==> config.mk <==
export PLATFORM = sky130hd
export DESIGN_NAME = rs232_tx_flat
export DESIGN_NICKNAME = d
export VERILOG_FILES = /design/src/rtl/rs232_tx_if.sv /design/src/rtl/rs232_tx.sv /design/src/flat_wrapper.sv
export SDC_FILE = /design/constraint.sdc
export NUM_CORES = 1
export LEC_CHECK = 0
export BUFFER_PORTS_ARGS = -buffer_cell sky130_fd_sc_hd__buf_2
export CORE_ASPECT_RATIO = 1.5
export CORE_MARGIN = 4
export CORE_UTILIZATION = 40
export CTS_CLUSTER_SIZE = 24
export DETAILED_ROUTE_END_ITERATION = 6
export GPL_TIMING_DRIVEN = 0
export PLACE_DENSITY_LB_ADDON = 0.2
export SYNTH_ARGS = -nofsm -noshare
export SYNTH_HDL_FRONTEND = slang
export SYNTH_SLANG_ARGS = --single-unit
==> constraint.sdc <==
create_clock -name clock -period 3.8 [get_ports clock]
set_input_delay 0.19 -clock clock [delete_from_list [all_inputs] [get_ports clock]]
set_output_delay 0.19 -clock clock [all_outputs]
set_load 0.05 [all_outputs]
==> src/rtl/rs232_tx_if.sv <==
// rs232_tx_if: byte-write handshake plus status and serial line of rs232_tx.
// The master side writes bytes; the slave side is the transmitter itself.
interface rs232_tx_if;
  logic       tx_start;
  logic [7:0] tx_datain;
  logic       tx_ready;
  logic       tx_busy;
  logic       tx_done;
  logic       tx_transmitter;

  modport master (
    output tx_start,
    output tx_datain,
    input  tx_ready,
    input  tx_busy,
    input  tx_done,
    input  tx_transmitter
  );

  modport slave (
    input  tx_start,
    input  tx_datain,
    output tx_ready,
    output tx_busy,
    output tx_done,
    output tx_transmitter
  );
endinterface

==> src/rtl/rs232_tx.sv <==
// rs232_tx: 8N1 serial transmitter with a one-entry holding register.
// Bit timing comes from a fractional baud accumulator whose carry is the tick.
// Optional feature macro: RS232_TX_PARITY_EN adds an even-parity bit after D7.
module rs232_tx #(
  parameter int CLOCK_FREQ     = 100000000,
  parameter int BAUD_RATE      = 115200,
  parameter int BAUD_ACC_WIDTH = 16
) (
  input logic       clock,
  input logic       reset_neg,
  input logic       Exe_LogicImp,
  rs232_tx_if.slave tx_bus
);

  localparam longint INCR_CALC =
    ((longint'(BAUD_RATE) << (BAUD_ACC_WIDTH - 4)) + (longint'(CLOCK_FREQ) >> 5)) /
    (longint'(CLOCK_FREQ) >> 4);
  localparam logic [BAUD_ACC_WIDTH:0] INCR = INCR_CALC[BAUD_ACC_WIDTH:0];

  typedef enum logic [3:0] {
    IDLE   = 4'd0,
    START  = 4'd1,
    D0     = 4'd2,
    D1     = 4'd3,
    D2     = 4'd4,
    D3     = 4'd5,
    D4     = 4'd6,
    D5     = 4'd7,
    D6     = 4'd8,
    D7     = 4'd9,
`ifdef RS232_TX_PARITY_EN
    PARITY = 4'd10,
`endif
    STOP   = 4'd11
  } state_t;

  state_t                  state_q;
  state_t                  state_next;
  logic [BAUD_ACC_WIDTH:0] acc_q;
  logic                    tick;
  logic [7:0]              hold_q;
  logic                    hold_full_q;
  logic [7:0]              shift_q;
  logic                    line_q;
  logic                    line_next;
  logic                    done_q;
  logic                    done_next;
  logic                    load;
  logic                    shift_en;
`ifdef RS232_TX_PARITY_EN
  logic                    parity_q;
`endif

  // The accumulator carry marks the end of each bit period.
  assign tick = acc_q[BAUD_ACC_WIDTH];

  assign tx_bus.tx_ready       = ~hold_full_q;
  assign tx_bus.tx_busy        = (state_q != IDLE);
  assign tx_bus.tx_done        = done_q;
  assign tx_bus.tx_transmitter = line_q;

  // Next-state decode; the line value is chosen from the state being entered so the output flop never glitches.
  always_comb begin
    state_next = state_q;
    line_next  = line_q;
    done_next  = 1'b0;
    load       = 1'b0;
    shift_en   = 1'b0;
    case (state_q)
      IDLE: begin
        line_next = 1'b1;
        if (hold_full_q) begin
          state_next = START;
          load       = 1'b1;
          line_next  = 1'b0;
        end
      end
      START: begin
        if (tick) begin
          state_next = D0;
          line_next  = shift_q[0];
        end
      end
      D0, D1, D2, D3, D4, D5, D6: begin
        if (tick) begin
          state_next = state_t'(state_q + 4'd1);
          line_next  = shift_q[1];
          shift_en   = 1'b1;
        end
      end
      D7: begin
        if (tick) begin
`ifdef RS232_TX_PARITY_EN
          state_next = PARITY;
          line_next  = parity_q;
`else
          state_next = STOP;
          line_next  = 1'b1;
`endif
        end
      end
`ifdef RS232_TX_PARITY_EN
      PARITY: begin
        if (tick) begin
          state_next = STOP;
          line_next  = 1'b1;
        end
      end
`endif
      STOP: begin
        if (tick) begin
          done_next = 1'b1;
          if (hold_full_q) begin
            state_next = START;
            load       = 1'b1;
            line_next  = 1'b0;
          end else begin
            state_next = IDLE;
            line_next  = 1'b1;
          end
        end
      end
      default: begin
        state_next = IDLE;
        line_next  = 1'b1;
      end
    endcase
  end

  // State, serial line and done pulse registers; the synchronous clear aborts any frame.
  always_ff @(posedge clock or negedge reset_neg) begin
    if (!reset_neg) begin
      state_q <= IDLE;
      line_q  <= 1'b1;
      done_q  <= 1'b0;
    end else if (Exe_LogicImp) begin
      state_q <= IDLE;
      line_q  <= 1'b1;
      done_q  <= 1'b0;
    end else begin
      state_q <= state_next;
      line_q  <= line_next;
      done_q  <= done_next;
    end
  end

  // Baud accumulator: parked at zero in IDLE and restarted on every frame load so the start bit is aligned.
  always_ff @(posedge clock or negedge reset_neg) begin
    if (!reset_neg) begin
      acc_q <= '0;
    end else if (Exe_LogicImp) begin
      acc_q <= '0;
    end else if (load || (state_next == IDLE)) begin
      acc_q <= '0;
    end else begin
      acc_q <= {1'b0, acc_q[BAUD_ACC_WIDTH-1:0]} + INCR;
    end
  end

  // Holding register: accepts a byte only while empty, drained when a frame loads.
  always_ff @(posedge clock or negedge reset_neg) begin
    if (!reset_neg) begin
      hold_q      <= 8'h00;
      hold_full_q <= 1'b0;
    end else if (Exe_LogicImp) begin
      hold_q      <= 8'h00;
      hold_full_q <= 1'b0;
    end else if (tx_bus.tx_start && !hold_full_q) begin
      hold_q      <= tx_bus.tx_datain;
      hold_full_q <= 1'b1;
    end else if (load) begin
      hold_full_q <= 1'b0;
    end
  end

`ifdef RS232_TX_PARITY_EN
  // Shift register (LSB first) plus the even-parity bit captured when the frame loads.
  always_ff @(posedge clock or negedge reset_neg) begin
    if (!reset_neg) begin
      shift_q  <= 8'h00;
      parity_q <= 1'b0;
    end else if (Exe_LogicImp) begin
      shift_q  <= 8'h00;
      parity_q <= 1'b0;
    end else if (load) begin
      shift_q  <= hold_q;
      parity_q <= ^hold_q;
    end else if (shift_en) begin
      shift_q  <= {1'b0, shift_q[7:1]};
    end
  end
`else
  // Shift register (LSB first), loaded from the holding register at each frame start.
  always_ff @(posedge clock or negedge reset_neg) begin
    if (!reset_neg) begin
      shift_q <= 8'h00;
    end else if (Exe_LogicImp) begin
      shift_q <= 8'h00;
    end else if (load) begin
      shift_q <= hold_q;
    end else if (shift_en) begin
      shift_q <= {1'b0, shift_q[7:1]};
    end
  end
`endif

endmodule

==> src/flat_wrapper.sv <==
// flat-port wrapper written by rule: the top's interface ports become plain ports
module rs232_tx_flat 
#(
  parameter int CLOCK_FREQ     = 100000000,
  parameter int BAUD_RATE      = 115200,
  parameter int BAUD_ACC_WIDTH = 16
)
  (clock, reset_neg, Exe_LogicImp, tx_bus_tx_start, tx_bus_tx_datain, tx_bus_tx_ready, tx_bus_tx_busy, tx_bus_tx_done, tx_bus_tx_transmitter);
  rs232_tx_if tx_bus_i ();
  input logic clock;
  input logic reset_neg;
  input logic Exe_LogicImp;
  input wire logic [$bits(tx_bus_i.tx_start)-1:0] tx_bus_tx_start;
  input wire logic [$bits(tx_bus_i.tx_datain)-1:0] tx_bus_tx_datain;
  output wire logic [$bits(tx_bus_i.tx_ready)-1:0] tx_bus_tx_ready;
  output wire logic [$bits(tx_bus_i.tx_busy)-1:0] tx_bus_tx_busy;
  output wire logic [$bits(tx_bus_i.tx_done)-1:0] tx_bus_tx_done;
  output wire logic [$bits(tx_bus_i.tx_transmitter)-1:0] tx_bus_tx_transmitter;
  assign tx_bus_i.tx_start = tx_bus_tx_start;
  assign tx_bus_i.tx_datain = tx_bus_tx_datain;
  assign tx_bus_tx_ready = tx_bus_i.tx_ready;
  assign tx_bus_tx_busy = tx_bus_i.tx_busy;
  assign tx_bus_tx_done = tx_bus_i.tx_done;
  assign tx_bus_tx_transmitter = tx_bus_i.tx_transmitter;
  rs232_tx #(.CLOCK_FREQ(CLOCK_FREQ), .BAUD_RATE(BAUD_RATE), .BAUD_ACC_WIDTH(BAUD_ACC_WIDTH)) u_core (.clock(clock), .reset_neg(reset_neg), .Exe_LogicImp(Exe_LogicImp), .tx_bus(tx_bus_i));
endmodule
==> flow_summary.ini, run 1 <==
[status]
status = completed

[drt]
num_vias = 1591
first_pass_iters = 4
drc = 0
routed_wl_um = 4090
ant_nets = 0
drtIter0Drc = 34
viasPerCell = 5.13
wl_per_cell_um = 13.2

[setup_path]
cpPeakStageDelay_ps = 680
start_kind = register
end_kind = register
crit_type = register to register
crit_fanout = 10
crit_slowest_cell = nor3_1
crit_chain = inv_1 -> ha_1 -> a21boi_0 -> nor3_1 -> a21oi_1 -> clkbuf_1 -> o31ai_1
crit_required_ps = 3990
arrival_ps = 2900
rrSetupSlack_ps = 1090

[sta]
slew_violations = 0
tightest_slew_ps = 876
setup_tns_ps = 0
timing.final.ws_setup_ps = 1090
hold_viol_final = 0
skew_ps = 2.81
post-route-period-util_pct = 71.2
fmaxAchievable_ghz = 0.369
rsz0062_at_grt = no
hold_slack_ps = 8.24
max-slew-margin-rel_pct = 41.6
min_period_ps = 2710
setup_viol_count_final = 0

[place]
place_congestion = 0.814
port_buffers = 15
hpwlAfterDp_um = 2950
dp_cells = 303
post-place-ws_ps = 1080
place_area_sq_um = 2280

[yosys]
synth_cell_type_count = 37
syn_area_sq_um = 2120
yosysTopAreaCell = dfrtp_1
ys_warn_count = 0
avgSynthCellArea_sq_um = 9.62
synthTopCellsByArea = dfrtp_1 46%, mux2i_1 7.1%, nor2_1 5.7%, xor2_1 5.0%, nand2_1 4.8%
syn_nets = 239
synthCells = 220
synth_top_area_share_pct = 46.1
ys_ff_latch = 40
seq_area_frac_synth_pct = 47.4

[cells_and_area]
utilization_pct = 46.3
final_cell_count_no_fill = 310
finalInstanceArea_sq_um = 2370
drive_gt1_share_pct = 12.4
multi_input_area_sq_um = 1030
antenna_cells = 0
mostFrequentLayoutCell = dfrtp_1
final_net_count = 261
syn_to_final_growth_pct = 12.1
layout_common_cells = 39 x dfrtp_1, 32 x nor2_1, 27 x nand2_1, 19 x buf_2, 15 x mux2i_1
nFillCells = 536
seqCellArea_sq_um = 1000

[floorplan]
fp.dieH_um = 97.1
std_cell_rows = 32
coreArea_sq_um = 5120
dieArea_sq_um = 6540
start_util_pct = 41.3
die_w_um = 67.4
pin_count = 16

[power]
power_frac_comb_pct = 15.9
p_seq_share_pct = 51.1
p_int_uw = 661
vdd_ir_drop_max_mv = 0.212
switchingPower_uw = 239
power_frac_clock_pct = 33.0
power_per_cell_area_nw_per_um2 = 379
switching_share_pct = 26.6
power_uw = 900
p_leak_nw = 1.09

[cts]
clockBufferDepth = 2
post_cts_buffers = 0
htree_levels = 2
cts.sinks = 40
cts_root_buf = clkbuf_8
cts_tree = yes
clkSlewWorstSetupHoldPaths_ps = 70
post_cts_resized = 0
clock_latency_ps = 280
cts-buffers-inserted = 5
cts_hold_buf = 0

[hold_path]
hold_class = input pin to async pin

[global_routing]
grt_pass1_wl_um = 7500
antenna_found_initial = 0
grt.total_usage_pct = 14.5
grt_pass1_vias = 1636
grt_start_max_net_pins = 41
gr-total-overflow = 0

[flow_run]
drv_cap = 0
critical path: cells and delay by family, from the launching register on:
kind	cells	cell delay (ps)
and+or+nand+nor	1	680
adders and majority gates	1	300
AOI/OAI and AO/OA	3	750
DFF	1	450
buffers and inverters	2	430
registers in the layout (all words and copies together) (netlist names):
register	flops
u_core.acc_q	17
u_core.hold_q	8
u_core.shift_q	8
u_core.state_q	4
u_core.hold_full_q	1
u_core.tx_bus.tx_done	1
u_core.tx_bus.tx_transmitter	1
final timing paths:
kind                                              from  depth (start not counted)                            end
setup reg to reg           u_core.state_q[0]$_DFF_PN0_                          7  u_core.shift_q[5]$_DFFE_PN0P_
setup / recovery           u_core.state_q[0]$_DFF_PN0_                          7  u_core.shift_q[5]$_DFFE_PN0P_
min in group clock                        Exe_LogicImp                          2    u_core.state_q[0]$_DFF_PN0_
hold / removal                               reset_neg                          1      u_core.acc_q[9]$_DFF_PN0_
hold reg to reg              u_core.acc_q[0]$_DFF_PN0_                          1      u_core.acc_q[0]$_DFF_PN0_
max in group asynchronous                    reset_neg                          1  u_core.shift_q[0]$_DFFE_PN0P_
cell families (layout without fill, tap and decap cells):
kind of cell,count (synthesis),in the layout,share of synthesized area [%]
AOI/OAI and AO/OA,37,37,12.8
xor gates and xnor gates,16,16,6.62
adders and majority gates,7,7,4.14
buffers and inverters,19,41,3.96
DFF,40,40,47.4
muxes,15,15,7.10
and+or+nand+nor,86,86,18.0
cells in the mapped netlist:
library cell / n
dfrtp_1: 39
nor2_1: 32
nand2_1: 27
mux2i_1: 15
xor2_1: 12
inv_1: 9
o31ai_1: 8
a21oi_1: 7
ha_1: 7
o21ai_0: 6
clkbuf_1: 5
nand2b_1: 5
nor2b_1: 5
buf_2: 4
nand3_1: 4
nor3_1: 4
xnor2_1: 4
a211o_1: 3
nand4_1: 3
a21boi_0: 2
nor4_1: 2
o21bai_1: 2
a2111oi_0: 1
a211oi_1: 1
a221oi_1: 1
a31o_2: 1
a31oi_1: 1
and2_1: 1
and3_1: 1
buf_6: 1
dfstp_2: 1
nor3b_1: 1
o2bb2ai_1: 1
o31ai_4: 1
o32a_1: 1
o32ai_1: 1
or3_1: 1
power by group through the flow:
stage,clock network (mW),registers [mW],logic [mW]
final,0.297,0.460,0.143
after global placement,0,0.468,0.142
after CTS,0.310,0.460,0.145
after floorplan,0,0.470,0.101
after detailed placement,0,0.468,0.145
after global routing,0.332,0.463,0.160
metal layers:
metal | wire [um] | up-vias | global-route usage, %
li1 | - | 792 | -
met1 | 1870 | 771 | 18.6
met2 | 2030 | 19 | 23.0
met3 | 117 | 9 | 3.59
met4 | 78 | 0 | 5.63
met5 | 0 | - | 0
final cells by class:
class / instances / share of cell area [%]
plain buffers: 10 / 2.11
clock buffers: 7 / 4.06
inverters: 9 / 1.42
multi-input cells: 161 / 43.4
flip-flops and latches: 40 / 42.2
well taps: 68 / 3.59
repair buffers: 15 / 3.16
Power figures use the tool's default switching activity.
==> run 2: changes to the inputs <==
==> constraint.sdc (replaced) <==
create_clock -name clock -period 2.8 [get_ports clock]
set_input_delay 0.14 -clock clock [delete_from_list [all_inputs] [get_ports clock]]
set_output_delay 0.14 -clock clock [all_outputs]
set_load 0.05 [all_outputs]
==> flow_summary.ini, run 2 (synthesis gave the netlist of run 1 again) <==
[flow_run]
drv_cap = 0

[sta]
setup_viol_count_final = 0
rsz0062_at_grt = yes
hold_slack_ps = -33.6
slew_violations = 0
post-route-period-util_pct = 92.7
setup_tns_ps = 0
skew_ps = 3.41
timing.final.ws_setup_ps = 205
min_period_ps = 2600
tightest_slew_ps = 873
hold_viol_final = 39
fmaxAchievable_ghz = 0.385
max-slew-margin-rel_pct = 41.8

[hold_path]
hold_class = input pin to async pin

[place]
port_buffers = 15
place_area_sq_um = 2280
hpwlAfterDp_um = 2950
dp_cells = 303
place_congestion = 0.814
post-place-ws_ps = 81.0

[setup_path]
end_kind = register
cpPeakStageDelay_ps = 450
start_kind = register
arrival_ps = 2770
crit_fanout = 10
crit_type = register to register
crit_slowest_cell = dfrtp_1
crit_required_ps = 2980
path_common_cell = nor2_1
crit_chain = inv_1 -> ha_1 -> or3_1 -> nor2_1 -> nor3_2 -> a211o_1 -> o31ai_4 -> buf_6 -> nor2_1

[cts]
cts_tree = yes
cts_hold_buf = 0
clock_latency_ps = 280
clkSlewWorstSetupHoldPaths_ps = 70
post_cts_buffers = 0
cts.sinks = 40
htree_levels = 2
cts-buffers-inserted = 5
clockBufferDepth = 2
cts_root_buf = clkbuf_8

[drt]
ant_nets = 0
routed_wl_um = 4120
first_pass_iters = 4
wl_per_cell_um = 13.3
drtIter0Drc = 42
num_vias = 1601
drc = 0
viasPerCell = 5.16

[cells_and_area]
final_net_count = 261
reg.largest.list = u_core.acc_q (17), u_core.hold_q (8), u_core.shift_q (8)
utilization_pct = 46.5
final_cell_count_no_fill = 310
nFillCells = 536
syn_to_final_growth_pct = 12.5
mostFrequentLayoutCell = dfrtp_1
largest_reg_flops = 17
drive_gt1_share_pct = 13.2
antenna_cells = 0
layout_common_cells = 39 x dfrtp_1, 32 x nor2_1, 27 x nand2_1, 19 x buf_2, 15 x mux2i_1
top_register = u_core.acc_q
finalInstanceArea_sq_um = 2380

[floorplan]
pin_count = 16
dieArea_sq_um = 6540
die_w_um = 67.4
start_util_pct = 41.3
fp.dieH_um = 97.1
std_cell_rows = 32
coreArea_sq_um = 5120

[global_routing]
grt_start_max_net_pins = 41
antenna_found_initial = 0
grt_pass1_vias = 1636
grt_pass1_wl_um = 7500
grt.total_usage_pct = 14.5
gr-total-overflow = 0

[power]
power_mw = 1.22
p_leak_nw = 1.10
switching_share_pct = 26.5
power_frac_comb_pct = 15.9
p_int_uw = 897
p_seq_share_pct = 51.1
switchingPower_uw = 324
power_frac_clock_pct = 33.0
vdd_ir_drop_max_mv = 0.289
power_per_cell_area_nw_per_um2 = 513

[status]
failed_checks = negative hold slack
status = finished with violations
[run 2: cell count changes in the layout (fill, tap and decap cells not counted)]
| cell | change |
|---|---|
| nor3_2 | +1 |
| a21oi_1 | -1 |
| a21oi_2 | +1 |
| nor3_1 | -1 |
[run 2: worst max-delay path: cells and delay by family, from the launching register on]
family / cells / cell delay [ps]
AOI/OAI and AO/OA: 2 / 820
DFF: 1 / 450
buffers and inverters: 2 / 340
adders and majority gates: 1 / 250
and+or+nand+nor: 4 / 620
[run 2: power groups by stage]
| stage | clock network, mW | logic [mW] | registers [mW] |
|---|---|---|---|
| 6_report | 0.403 | 0.194 | 0.624 |
| 5_1_grt | 0.450 | 0.217 | 0.628 |
| 4_1_cts | 0.421 | 0.197 | 0.624 |
| 3_5_place_dp | 0 | 0.197 | 0.635 |
| 3_3_place_gp | 0 | 0.193 | 0.635 |
| 2_1_floorplan | 0 | 0.136 | 0.637 |
[run 2: final timing paths]
check                                            start                           to  slack (ps)  cells after the start
setup reg to reg           u_core.state_q[0]$_DFF_PN0_   u_core.acc_q[14]$_DFF_PN0_         200                      9
hold / removal                               reset_neg    u_core.acc_q[9]$_DFF_PN0_         -30                      1
min in group clock                        Exe_LogicImp  u_core.state_q[0]$_DFF_PN0_          80                      2
setup / recovery           u_core.state_q[0]$_DFF_PN0_   u_core.acc_q[14]$_DFF_PN0_         200                      9
max in group asynchronous                    reset_neg  u_core.state_q[3]$_DFF_PN0_        2280                      1
hold reg to reg              u_core.acc_q[0]$_DFF_PN0_    u_core.acc_q[0]$_DFF_PN0_         460                      1
[run 2: layout make-up]
type / count / area [sq um] / area share (%)
clock buffers: 7 / 96.3 / 4.05
flip-flops and latches: 40 / 1000 / 42.1
repair buffers: 15 / 75.1 / 3.15
plain buffers: 10 / 50.0 / 2.10
well taps: 68 / 85.1 / 3.57
multi-input cells: 161 / 1040 / 43.6
inverters: 9 / 33.8 / 1.42
[run 2: what timing repair did]
item	CTS	global route
setup endpoints to repair	0	14
hold endpoints to repair	0	0
gates resized for setup	0	2
[run 2: per-layer routing]
| metal | GRT usage [%] | part of all wire, % |
|---|---|---|
| met4 | 5.63 | 1.2 |
| met5 | 0 | 0 |
| met1 | 18.6 | 46 |
| met3 | 3.59 | 3.2 |
| met2 | 23.0 | 50 |
